--- config.mk ---
export PLATFORM = sky130hd
export DESIGN_NAME = uart_rx_param
export DESIGN_NICKNAME = d
export VERILOG_FILES = /design/src/rtl/uart_rx_param.sv
export SDC_FILE = /design/constraint.sdc
export NUM_CORES = 1
export LEC_CHECK = 0
export CORE_ASPECT_RATIO = 2
export CORE_MARGIN = 10
export CORE_UTILIZATION = 40
export DETAILED_ROUTE_END_ITERATION = 16
export PLACE_DENSITY = 0.63
export SYNTH_ARGS = -nofsm -noshare
export SYNTH_HDL_FRONTEND = slang
export SYNTH_SLANG_ARGS = --single-unit
--- constraint.sdc ---
create_clock -name clk -period 4.2 [get_ports clk]
set_input_delay 0.63 -clock clk [delete_from_list [all_inputs] [get_ports clk]]
set_output_delay 0.63 -clock clk [all_outputs]
set_load 0.02 [all_outputs]
--- src/rtl/uart_rx_param.sv ---
// Parametrised UART receiver: 2-flop synchronizer, start/data/parity/stop FSM,
// and a first-word-fall-through FIFO with registered head and sticky overflow.
module uart_rx_param #(
   parameter int unsigned CLK_DIV    = 106,
   parameter int unsigned DATA_BITS  = 8,
   parameter int unsigned PARITY     = 0,
   parameter int unsigned STOP_BITS  = 1,
   parameter int unsigned FIFO_DEPTH = 4
) (
   input  logic                 clk,
   input  logic                 reset,
   input  logic                 rx,
   input  logic                 rd_en,
   input  logic                 ovf_clr,
   output logic                 rd_valid,
   output logic [DATA_BITS-1:0] rd_data,
   output logic                 frame_err,
   output logic                 parity_err,
   output logic                 overflow,
   output logic                 busy
);

   localparam int unsigned CNT_W  = $clog2(CLK_DIV);
   localparam int unsigned BIT_W  = $clog2(DATA_BITS);
   localparam int unsigned AW     = $clog2(FIFO_DEPTH);
   localparam int unsigned PW     = AW + 1;
   localparam int unsigned WORD_W = DATA_BITS + 2;
   localparam int unsigned HALF   = CLK_DIV / 2 - 1;
   localparam int unsigned FULL   = CLK_DIV - 1;
   localparam bit          PAR_ODD = (PARITY == 2);

   typedef enum logic [2:0] {
      S_IDLE, S_START, S_DATA, S_PARITY, S_STOP, S_WAIT_HIGH
   } state_t;

   state_t               state_q, state_d;
   logic                 rx_meta_q, rxs_q, rxs_prev_q;
   logic [CNT_W-1:0]     cnt_q, cnt_d;
   logic [BIT_W-1:0]     bitn_q, bitn_d;
   logic [DATA_BITS-1:0] shift_q, shift_d;
   logic                 perr_q, perr_d;
   logic                 ferr_q, ferr_d;
   logic                 tick_c, stop_fe_c, push_c;
   logic [WORD_W-1:0]    push_word_c;

   logic [WORD_W-1:0]    mem [FIFO_DEPTH];
   logic [PW-1:0]        wr_ptr_q, wr_ptr_d, rd_ptr_q, rd_ptr_d;
   logic [WORD_W-1:0]    head_q, head_d;
   logic                 empty_c, full_c, pop_c, push_ok_c, drop_c;
   logic                 rd_valid_q, overflow_q, busy_q;

   // Synchronizer plus one extra stage for falling-edge detection; idle level is high
   always_ff @(posedge clk or posedge reset) begin
      if (reset) begin
         rx_meta_q  <= 1'b1;
         rxs_q      <= 1'b1;
         rxs_prev_q <= 1'b1;
      end else begin
         rx_meta_q  <= rx;
         rxs_q      <= rx_meta_q;
         rxs_prev_q <= rxs_q;
      end
   end

   assign tick_c      = (cnt_q == '0);
   assign stop_fe_c   = ferr_q | ~rxs_q;
   assign push_word_c = {stop_fe_c, perr_q, shift_q};

   always_ff @(posedge clk or posedge reset) begin
      if (reset) begin
         state_q <= S_IDLE;
         cnt_q   <= '0;
         bitn_q  <= '0;
         shift_q <= '0;
         perr_q  <= 1'b0;
         ferr_q  <= 1'b0;
      end else begin
         state_q <= state_d;
         cnt_q   <= cnt_d;
         bitn_q  <= bitn_d;
         shift_q <= shift_d;
         perr_q  <= perr_d;
         ferr_q  <= ferr_d;
      end
   end

   always_comb begin
      state_d = state_q;
      cnt_d   = cnt_q;
      bitn_d  = bitn_q;
      shift_d = shift_q;
      perr_d  = perr_q;
      ferr_d  = ferr_q;
      push_c  = 1'b0;
      if (state_q != S_IDLE && state_q != S_WAIT_HIGH && !tick_c) begin
         cnt_d = cnt_q - CNT_W'(1);
      end
      case (state_q)
         S_IDLE: begin
            if (rxs_prev_q && !rxs_q) begin
               cnt_d   = CNT_W'(HALF);
               bitn_d  = '0;
               perr_d  = 1'b0;
               ferr_d  = 1'b0;
               state_d = S_START;
            end
         end
         S_START: begin
            if (tick_c) begin
               if (rxs_q) begin
                  state_d = S_IDLE;
               end else begin
                  cnt_d   = CNT_W'(FULL);
                  state_d = S_DATA;
               end
            end
         end
         S_DATA: begin
            if (tick_c) begin
               shift_d = {rxs_q, shift_q[DATA_BITS-1:1]};
               cnt_d   = CNT_W'(FULL);
               if (bitn_q == BIT_W'(DATA_BITS - 1)) begin
                  bitn_d  = '0;
                  state_d = (PARITY != 0) ? S_PARITY : S_STOP;
               end else begin
                  bitn_d = bitn_q + BIT_W'(1);
               end
            end
         end
         S_PARITY: begin
            if (tick_c) begin
               perr_d  = (^shift_q) ^ rxs_q ^ PAR_ODD;
               cnt_d   = CNT_W'(FULL);
               state_d = S_STOP;
            end
         end
         S_STOP: begin
            if (tick_c) begin
               ferr_d = stop_fe_c;
               cnt_d  = CNT_W'(FULL);
               if (bitn_q == BIT_W'(STOP_BITS - 1)) begin
                  // Errored words are still delivered; a low line must go high before re-arming
                  push_c  = 1'b1;
                  bitn_d  = '0;
                  cnt_d   = '0;
                  state_d = stop_fe_c ? S_WAIT_HIGH : S_IDLE;
               end else begin
                  bitn_d = bitn_q + BIT_W'(1);
               end
            end
         end
         S_WAIT_HIGH: begin
            if (rxs_q) begin
               state_d = S_IDLE;
            end
         end
         default: state_d = S_IDLE;
      endcase
   end

   // FIFO: pop is evaluated before push, so a full FIFO accepts a word when popped the same cycle
   assign empty_c   = (wr_ptr_q == rd_ptr_q);
   assign full_c    = (wr_ptr_q[AW] != rd_ptr_q[AW]) && (wr_ptr_q[AW-1:0] == rd_ptr_q[AW-1:0]);
   assign pop_c     = rd_en && !empty_c;
   assign push_ok_c = push_c && (!full_c || pop_c);
   assign drop_c    = push_c && !push_ok_c;
   assign wr_ptr_d  = wr_ptr_q + PW'(push_ok_c);
   assign rd_ptr_d  = rd_ptr_q + PW'(pop_c);

   always_comb begin
      head_d = head_q;
      if (wr_ptr_d != rd_ptr_d) begin
         if (push_ok_c && (wr_ptr_q == rd_ptr_d)) begin
            head_d = push_word_c;
         end else begin
            head_d = mem[rd_ptr_d[AW-1:0]];
         end
      end
   end

   always_ff @(posedge clk) begin
      if (push_ok_c) begin
         mem[wr_ptr_q[AW-1:0]] <= push_word_c;
      end
   end

   always_ff @(posedge clk or posedge reset) begin
      if (reset) begin
         wr_ptr_q   <= '0;
         rd_ptr_q   <= '0;
         head_q     <= '0;
         rd_valid_q <= 1'b0;
         overflow_q <= 1'b0;
         busy_q     <= 1'b0;
      end else begin
         wr_ptr_q   <= wr_ptr_d;
         rd_ptr_q   <= rd_ptr_d;
         head_q     <= head_d;
         rd_valid_q <= (wr_ptr_d != rd_ptr_d);
         busy_q     <= (state_d != S_IDLE);
         if (drop_c) begin
            overflow_q <= 1'b1;
         end else if (ovf_clr) begin
            overflow_q <= 1'b0;
         end
      end
   end

   assign rd_valid   = rd_valid_q;
   assign rd_data    = head_q[DATA_BITS-1:0];
   assign parity_err = head_q[DATA_BITS];
   assign frame_err  = head_q[DATA_BITS+1];
   assign overflow   = overflow_q;
   assign busy       = busy_q;

endmodule

* Yosys cells after proc, flatten, opt, wreduce, memory -nomap -nowiden
Memories as Yosys holds them, arrays and structs flattened.
Cells that the tools add are included.
** Storage, ports and cells
- Input port bits :: 5
- Memory bits (writable) :: 40
- Word-level logic and storage cells :: 106
- Output and inout bits :: 13
- Flip-flop bits (word level) :: 45
- Memories :: 1
** Memory list
- mem :: words 4, width 10, read ports 1, clocked after Yosys merged registers in 0, wr ports 1, line 46 : logic [WORD_W-1:0] mem [FIFO_DEPTH];
** Cells by class
- Reductions and logical operators :: 29
- Eq/ne operators :: 16
- Muxes and demuxes :: 38
- Bitwise operators :: 3
- Add/sub/neg operators :: 4
** Operators by type and width (number)
- two-way mux 7 bit :: 7
- two-way mux 3 bit :: 14
- one-hot mux 7 bit (4 select lines) :: 1
- one-hot mux 3 bit (6 select lines) :: 1
- two-way mux 1 bit :: 10
- two-way mux 10 bit :: 1
- == test 3 bit, second input constant :: 3
- one-hot mux 3 bit (3 select lines) :: 1
- nonzero test 3 bit :: 3
- logical AND 1 bit :: 8
- inequality test 2 bit, second input constant :: 4
- parity 8 bit :: 1
- logical NOT 7 bit :: 1
- subtractor 7 x 1 -> 7 bit, second input constant :: 1
- adder 3 x 1 -> 3 bit :: 2
- == test 3 x 2 -> 1 bit, second input constant :: 2
- == test 3 bit :: 2
- logical NOT 3 bit :: 2
- AND reduction 3 bit :: 2
- nonzero test 2 bit :: 3
- logical NOT 1 bit :: 5
- one-hot mux 1 bit (2 select lines) :: 2
- AND reduction 4 bit :: 1
- adder 3 x 1 -> 3 bit, second input constant :: 1
- 12 further kinds :: 12

* Depth between registers and ports, before layout
Gate-level depths: netlist of run 1.
- Word-level depth :: 8
- Depth in mapped cells :: 12
- Depth with buffers taken out :: 11

* Least setup slack after synthesis of run 1
OpenSTA, ideal clock, no wires.
- Path kind :: flip-flop to flip-flop
- Start :: register cnt_q[2]
- End :: register head_q[0]
- Path slack :: 1.041 ns
- Data arrival time :: 3.026 ns
- Buffers on the path :: 2
- Setup time :: 0.134 ns
- Required time :: 4.066 ns
- Clock period less this slack :: 3.159 ns
- Cell stages (with the launch flop) :: 11
- Cell sequence :: dfrtp_1 > or4_1 > buf_2 > or4b_4 > nor2_1 > ha_1 > ha_1 > xor2_1 > nor3_1 > clkbuf_1 > o21ai_1
** On the way
- Longest elaborated chain between the ends :: 6
- Elaborated cells on any way between the ends :: 8
- Classes of those cells :: add/sub (1); eq/ne (1); mux (3); reduce/logical (3)
** Ends and longest elaborated chain
- start: declaration :: line 38 : logic [CNT_W-1:0] cnt_q, cnt_d;
- start signal: assignment :: line 79 : cnt_q <= cnt_d;
- logical NOT 7 bit :: line 65 : assign tick_c = (cnt_q == '0);
- two-way mux 1 bit :: line 138 : if (tick_c) begin
- two-way mux 1 bit :: line 98 : case (state_q)
- logical AND 1 bit :: line 165 : assign push_ok_c = push_c && (!full_c || pop_c);
- adder 3 x 1 -> 3 bit :: line 167 : assign wr_ptr_d = wr_ptr_q + PW'(push_ok_c);
- via wr_ptr_d[1] :: line 47 : logic [PW-1:0] wr_ptr_q, wr_ptr_d, rd_ptr_q, rd_ptr_d;
- inequality test 3 bit :: line 172 : if (wr_ptr_d != rd_ptr_d) begin
- end signal: assignment :: line 191 : head_q <= '0;
- end signal: assignment :: line 198 : head_q <= head_d;
- end: declaration :: line 48 : logic [WORD_W-1:0] head_q, head_d;
The timed path passes the listed nets, and every way through them passes these cells.
A chain may end at the register's enable or synchronous reset.

* Worst setup path in the final report of run 1
- Start :: register cnt_q[2]
- End :: register head_q[2]
Same word-level chain as after synthesis.

==> impl_metrics.tcl, run 1 <==
set metrics [dict create \
    slowest_delay_ns 0.67 \
    post-route-period-util_pct 77.4 \
    area_growth_pct 15.7 \
    drt-wirelength-per-cell_um 16.3 \
    cts_root_buffer "clkbuf_16" \
    design.core.area_um2 9380 \
    dieHeight_um 158 \
    layout-drive-gt1-share_pct 16.7 \
    cp_slowest_cell "or4_1" \
    wl_mm 6.77 \
    worst_ep_arrival_time_ns 3.51 \
    wl_met1_mm 2.42 \
    utilization_pct 47.2 \
    ys_types 45 \
    antenna_found_initial 0 \
    routabilityCongestion 0.807 \
    start_util_pct 40.8 \
    irDropWorstVdd_mv 0.250 \
    top_layer_used "met4" \
    fin_crit_ns 3.25 \
    worst_pin_slew_ns 0.954 \
    path_max_fanout 21 \
    fillCellCount 862 \
    ys.flop_type "dfrtp_1" \
    grt_pass1_vias 2444 \
    dr_wl_met2_mm 3.94 \
    drv_slew 0 \
    hpwl_mm 4.88 \
    crit_family "simple AND/OR/NAND/NOR gates" \
    firstDrtPassIters 4 \
    cp-start-kind "flip-flop" \
    timing.fmax_ghz 0.308 \
    path_buf_inv 1 \
    setup_viol 0 \
    fin_nets 320 \
    netlist_instances 282 \
    p_total_mw 2.81 \
    grt_max_degree 46 \
    overflow 0 \
    clk_pin_slew_worst_paths_ns 0.06 \
    via_per_inst 5.40 \
    async_flop_share_pct 52.9 \
    antennaDiodeCount 0 \
    mostFrequentLayoutCell "dfrtp_1" \
    post-route-drc-count 0 \
    clock_skew_ns 0.00482 \
    die-area_um2 14100 \
    worstHoldPathType "reg2reg" \
    ios 18 \
    final_cell_mix "dfrtp_1, edfxtp_1, nand2_1" \
    dp_cells 399 \
    vias 2241 \
    postRouteAntennaNets 0 \
    slew_headroom_pct 36.3 \
    synth-seq-cells 85 \
    final_cells 415 \
    hold_buffers 0 \
    grt_pass1_wl_mm 11.7 \
    die_x_um 89.1 \
    postCtsResizedCells 0 \
    criticalPathCategory "reg2reg" \
    clock-sinks 85 \
    cpMostUsedCell "ha_1" \
    grt_usage_pct 10.8 \
    dr_wl_met3_um 242 \
    timing.setup.tns_ns 0 \
    drt_iter0_markers 150 \
    syn_avg_cell_area_um2 13.6 \
    power_density_nw_per_um2 635 \
    rsz0062_at_grt "false" \
    yosysWarnings 0 \
    synth.net_count 296 \
    crit_required_ns 4.46 \
    cts_buffers 9 \
    htreeDepth 3 \
    cts_tree "done" \
    outcome "completed" \
    clk-insertion-delay-late_ns 0.34 \
    postCtsSetupBuffers 0 \
    syn-cell-area_um2 3820 \
    yosysSeqAreaShare_pct 60.9 \
    drv_cap 0 \
    end_kind "flip-flop" \
    synth_edf_count 40 \
    hold_violations 0 \
    crit_chain "or4_1, or4b_4, nor2_1, ha_1, ha_1, xor2_1, nor3_2, buf_4, nand2_1, o21ai_1" \
    clockBufferDepth 2 \
    port_buffers 17 \
    fp-row-count 50 \
    power.leakage_nw 1.66 \
]
[final timing paths]
path | from | to | slack, ns | cells after the start
setup / recovery | cnt_q[2] | head_q[2] | 0.95 | 10
hold / removal | rx_meta_q | rxs_q | 0.36 | 0
setup reg to reg | cnt_q[2] | head_q[2] | 0.95 | 10
hold reg to reg | rx_meta_q | rxs_q | 0.36 | 0
max in group asynchronous | reset | shift_q[1] | 2.77 | 2
min in group asynchronous | reset | bitn_q[2] | 0.83 | 2
[cell families after synthesis]
logic type,count (synthesis),synth area share (%)
AO/OA/AOI/OAI,39,6.31
XOR/XNOR,25,6.08
adder cells (fa/ha/maj),9,2.94
buffers and inverters,22,2.42
flip-flops,85,60.9
multiplexers,31,11.7
AND/OR/NAND/NOR,71,9.62
[cell type report]
cell class,count,area (um^2),share of cell area (%)
clock inverter,4,48.8,1.10
inverter,10,37.5,0.848
sequential,85,2330,52.7
tap,104,130,2.94
timing repair buffer,25,230,5.20
clock buffer,12,236,5.34
multi-input combinational,175,1410,31.9
[synth_stat cells (8+ instances only)]
cell type  instances  share of area (%)
o21ai_0            8                1.0
dfrtp_1           42                 27
nor2_1            13                1.3
clkbuf_1           9               0.88
mux2i_1           12                3.1
edfxtp_1          40                 31
xnor2_1           15                3.4
mux4_2            10                5.9
xor2_1             9                2.1
nand2_1           22                2.2
o21ai_1            9                1.2
nand2b_1           8                1.3
ha_1               9                2.9
inv_1             10               0.98
mux2_2             9                2.6
[routing by layer]
metal	global-route usage (%)	vias to the layer above
met5	0	-
met4	6.25	0
met3	2.51	16
met2	19.5	45
met1	10.7	1104
li1	-	1076
[flip-flops by register name, summed over array words and instances (netlist names), 3 cells and up]
name	cells
mem	40
head_q	10
shift_q	8
cnt_q	7
bitn_q	3
rd_ptr_q	3
state_q	3
wr_ptr_q	3
[stage by stage]
stage	hold slack [ns]	worst slack [ns]	area [um^2]
5_1_grt	0.371	0.755	4430
3_5_place_dp	0.349	0.952	4140
2_1_floorplan	0.345	1.04	3820
3_3_place_gp	0.349	1.06	4140
6_report	0.360	0.950	4430
4_1_cts	0.358	0.938	4430
[power by group]
group | internal, mW | switching, mW
clock | 0.460 | 0.303
sequential | 0.992 | 0.0924
combinational | 0.466 | 0.497
Note: power is estimated with default switching activity, not from simulation.
==> run 2, diff against run 1 <==
Settings changed: PLACE_DENSITY 0.63 to 0.65.
Clock period 4.2 ns to 2.97 ns, I/O delays scaled along.
==> impl_metrics.tcl, run 2 (same netlist as run 1, synthesis figures left out) <==
set metrics [dict create \
    outcome "completed" \
    fp-row-count 50 \
    design.core.area_um2 9380 \
    power.leakage_nw 1.71 \
    start_util_pct 40.8 \
    power.switching_mw 1.31 \
    cts_root_buffer "clkbuf_16" \
    clk_pin_slew_worst_paths_ns 0.06 \
    final_cell_mix "dfrtp_1, edfxtp_1, nand2_1" \
    cts_tree "done" \
    crit_chain "or3b_2, or4b_4, nor2_4, ha_1, ha_1, xor2_1, nor3_2, buf_12, nand2_1, o21ai_1" \
    cts_buffers 9 \
    port_buffers 17 \
    clock-sinks 85 \
    p_total_mw 4.17 \
    cp-start-kind "flip-flop" \
    drv_slew 0 \
    clock_skew_ns 0.00505 \
    irDropWorstVdd_mv 0.422 \
    dieHeight_um 158 \
    overflow 0 \
    path_max_fanout 21 \
    seqPwrFrac_pct 36.4 \
    use_met2_pct 19.5 \
    postRouteAntennaNets 0 \
    setup_ws_ns 0.179 \
    p_int_mw 2.86 \
    timing.setup.tns_ns 0 \
    fin_crit_ns 2.79 \
    timing.fmax_ghz 0.358 \
    cp_slowest_cell "or4b_4" \
    hold_violations 0 \
    grt_pass1_wl_mm 11.8 \
    dp_cells 406 \
    clockBufferDepth 2 \
    rsz0062_at_grt "false" \
    clk-insertion-delay-late_ns 0.34 \
    final_cells 423 \
    slew_headroom_pct 35.6 \
    grt_usage_pct 10.9 \
    via_per_inst 5.36 \
    drt_iter0_markers 161 \
    htreeDepth 3 \
    vias 2269 \
    worst_ep_arrival_time_ns 3.05 \
    grt_pass1_vias 2430 \
    crit_start "state_q[1]" \
    hold_buffers 0 \
    reg2reg_slack_ns 0.18 \
    routabilityCongestion 0.850 \
    mostFrequentLayoutCell "dfrtp_1" \
    met3_usage_pct 2.56 \
    top_usage_layer "met2" \
    clockPowerShare_pct 28.9 \
    pre_cts_slack_ns 0.0220 \
    wl_mm 6.99 \
    criticalPathCategory "reg2reg" \
    worst_pin_slew_ns 0.965 \
    holdWs_ns 0.362 \
    die-area_um2 14100 \
    cp-endpoint "head_q[6]" \
    cpMostUsedCell "ha_1" \
    end_kind "flip-flop" \
    fin_nets 328 \
    drv_cap 0 \
    antenna_found_initial 0 \
    rr_worst_depth 10 \
    largest_reg_flops 40 \
    post-route-period-util_pct 94.0 \
    ios 18 \
    p_comb_share_pct 34.8 \
    setup_viol 0 \
    firstDrtPassIters 4 \
    swShare_pct 31.5 \
    r2r_start "state_q[1]" \
    die_x_um 89.1 \
    grt_max_degree 46 \
    crit_required_ns 3.23 \
    layout-drive-gt1-share_pct 20.1 \
    area_growth_pct 18.8 \
    hpwl_mm 5.00 \
    power_density_nw_per_um2 917 \
    worstHoldPathType "reg2reg" \
    drt-wirelength-per-cell_um 16.5 \
    slowest_delay_ns 0.61 \
    post-route-drc-count 0 \
    met1_usage_pct 11.0 \
    antennaDiodeCount 0 \
    reg2reg_to "head_q[6]" \
]
==> run 2: cell count changes in the layout (fill, tap and decap cells not counted), sizes merged <==
cell	previous run	this run
inv	10	11
clkinv	3	1
clkbuf	12	9
clkinvlp	0	3
buf	8	16
bufinv	1	2
==> run 2: per-layer routing <==
metal | up-vias | part of all wire [%]
met5 | - | 0
met4 | 0 | 3.6
met3 | 21 | 3.5
met2 | 40 | 56
met1 | 1115 | 37
li1 | 1093 | -
==> run 2: metrics by stage <==
stage	area (um^2)	utilization, %
2_1_floorplan	3850	-
3_3_place_gp	4210	44.9
3_5_place_dp	4210	44.9
4_1_cts	4530	48.3
5_1_grt	4550	48.4
6_report	4550	48.4
==> run 2: how the worst min path moves through the flow <==
stage | from | endpoint | slack [ns] | depth (start not counted)
CTS | rx_meta_q | rxs_q | 0.36 | 0
finish | rx_meta_q | rxs_q | 0.36 | 0
floorplan | rx_meta_q | rxs_q | 0.35 | 0
global placement | rx_meta_q | rxs_q | 0.35 | 0
global route | rx_meta_q | rxs_q | 0.37 | 0
detailed placement | rx_meta_q | rxs_q | 0.35 | 0
==> run 2: critical path, delay by kind of cell (launching register included) <==
kind | cells | cell delay [ns]
AND/OR/NAND/NOR | 5 | 1.54
adder cells (fa/ha/maj) | 2 | 0.39
flip-flops | 1 | 0.38
buffers and inverters | 1 | 0.18
XOR/XNOR | 1 | 0.15
AO/OA/AOI/OAI | 1 | 0.06
==> run 2: power by group through the flow <==
stage | sequential, mW | combinational (mW) | clock [mW]
2_1_floorplan | 1.61 | 0.958 | 0
3_3_place_gp | 1.53 | 1.42 | 0
3_5_place_dp | 1.54 | 1.45 | 0
4_1_cts | 1.52 | 1.47 | 1.23
5_1_grt | 1.54 | 1.62 | 1.28
6_report | 1.51 | 1.45 | 1.20
==> run 2: cell type report <==
| cell class | count | area, um^2 |
|---|---|---|
| clock buffers | 9 | 225 |
| well taps | 104 | 130 |
| inverters | 10 | 37.5 |
| flip-flops and latches | 85 | 2330 |
| repair buffers | 33 | 303 |
| fillers | 811 | 4840 |
| multi-input cells | 175 | 1420 |
| clock inverters | 7 | 98.8 |
==> run 2: repair_timing <==
action,CTS,global route
buffers inserted,0,1
setup endpoints to repair,0,11
resized for setup,0,1
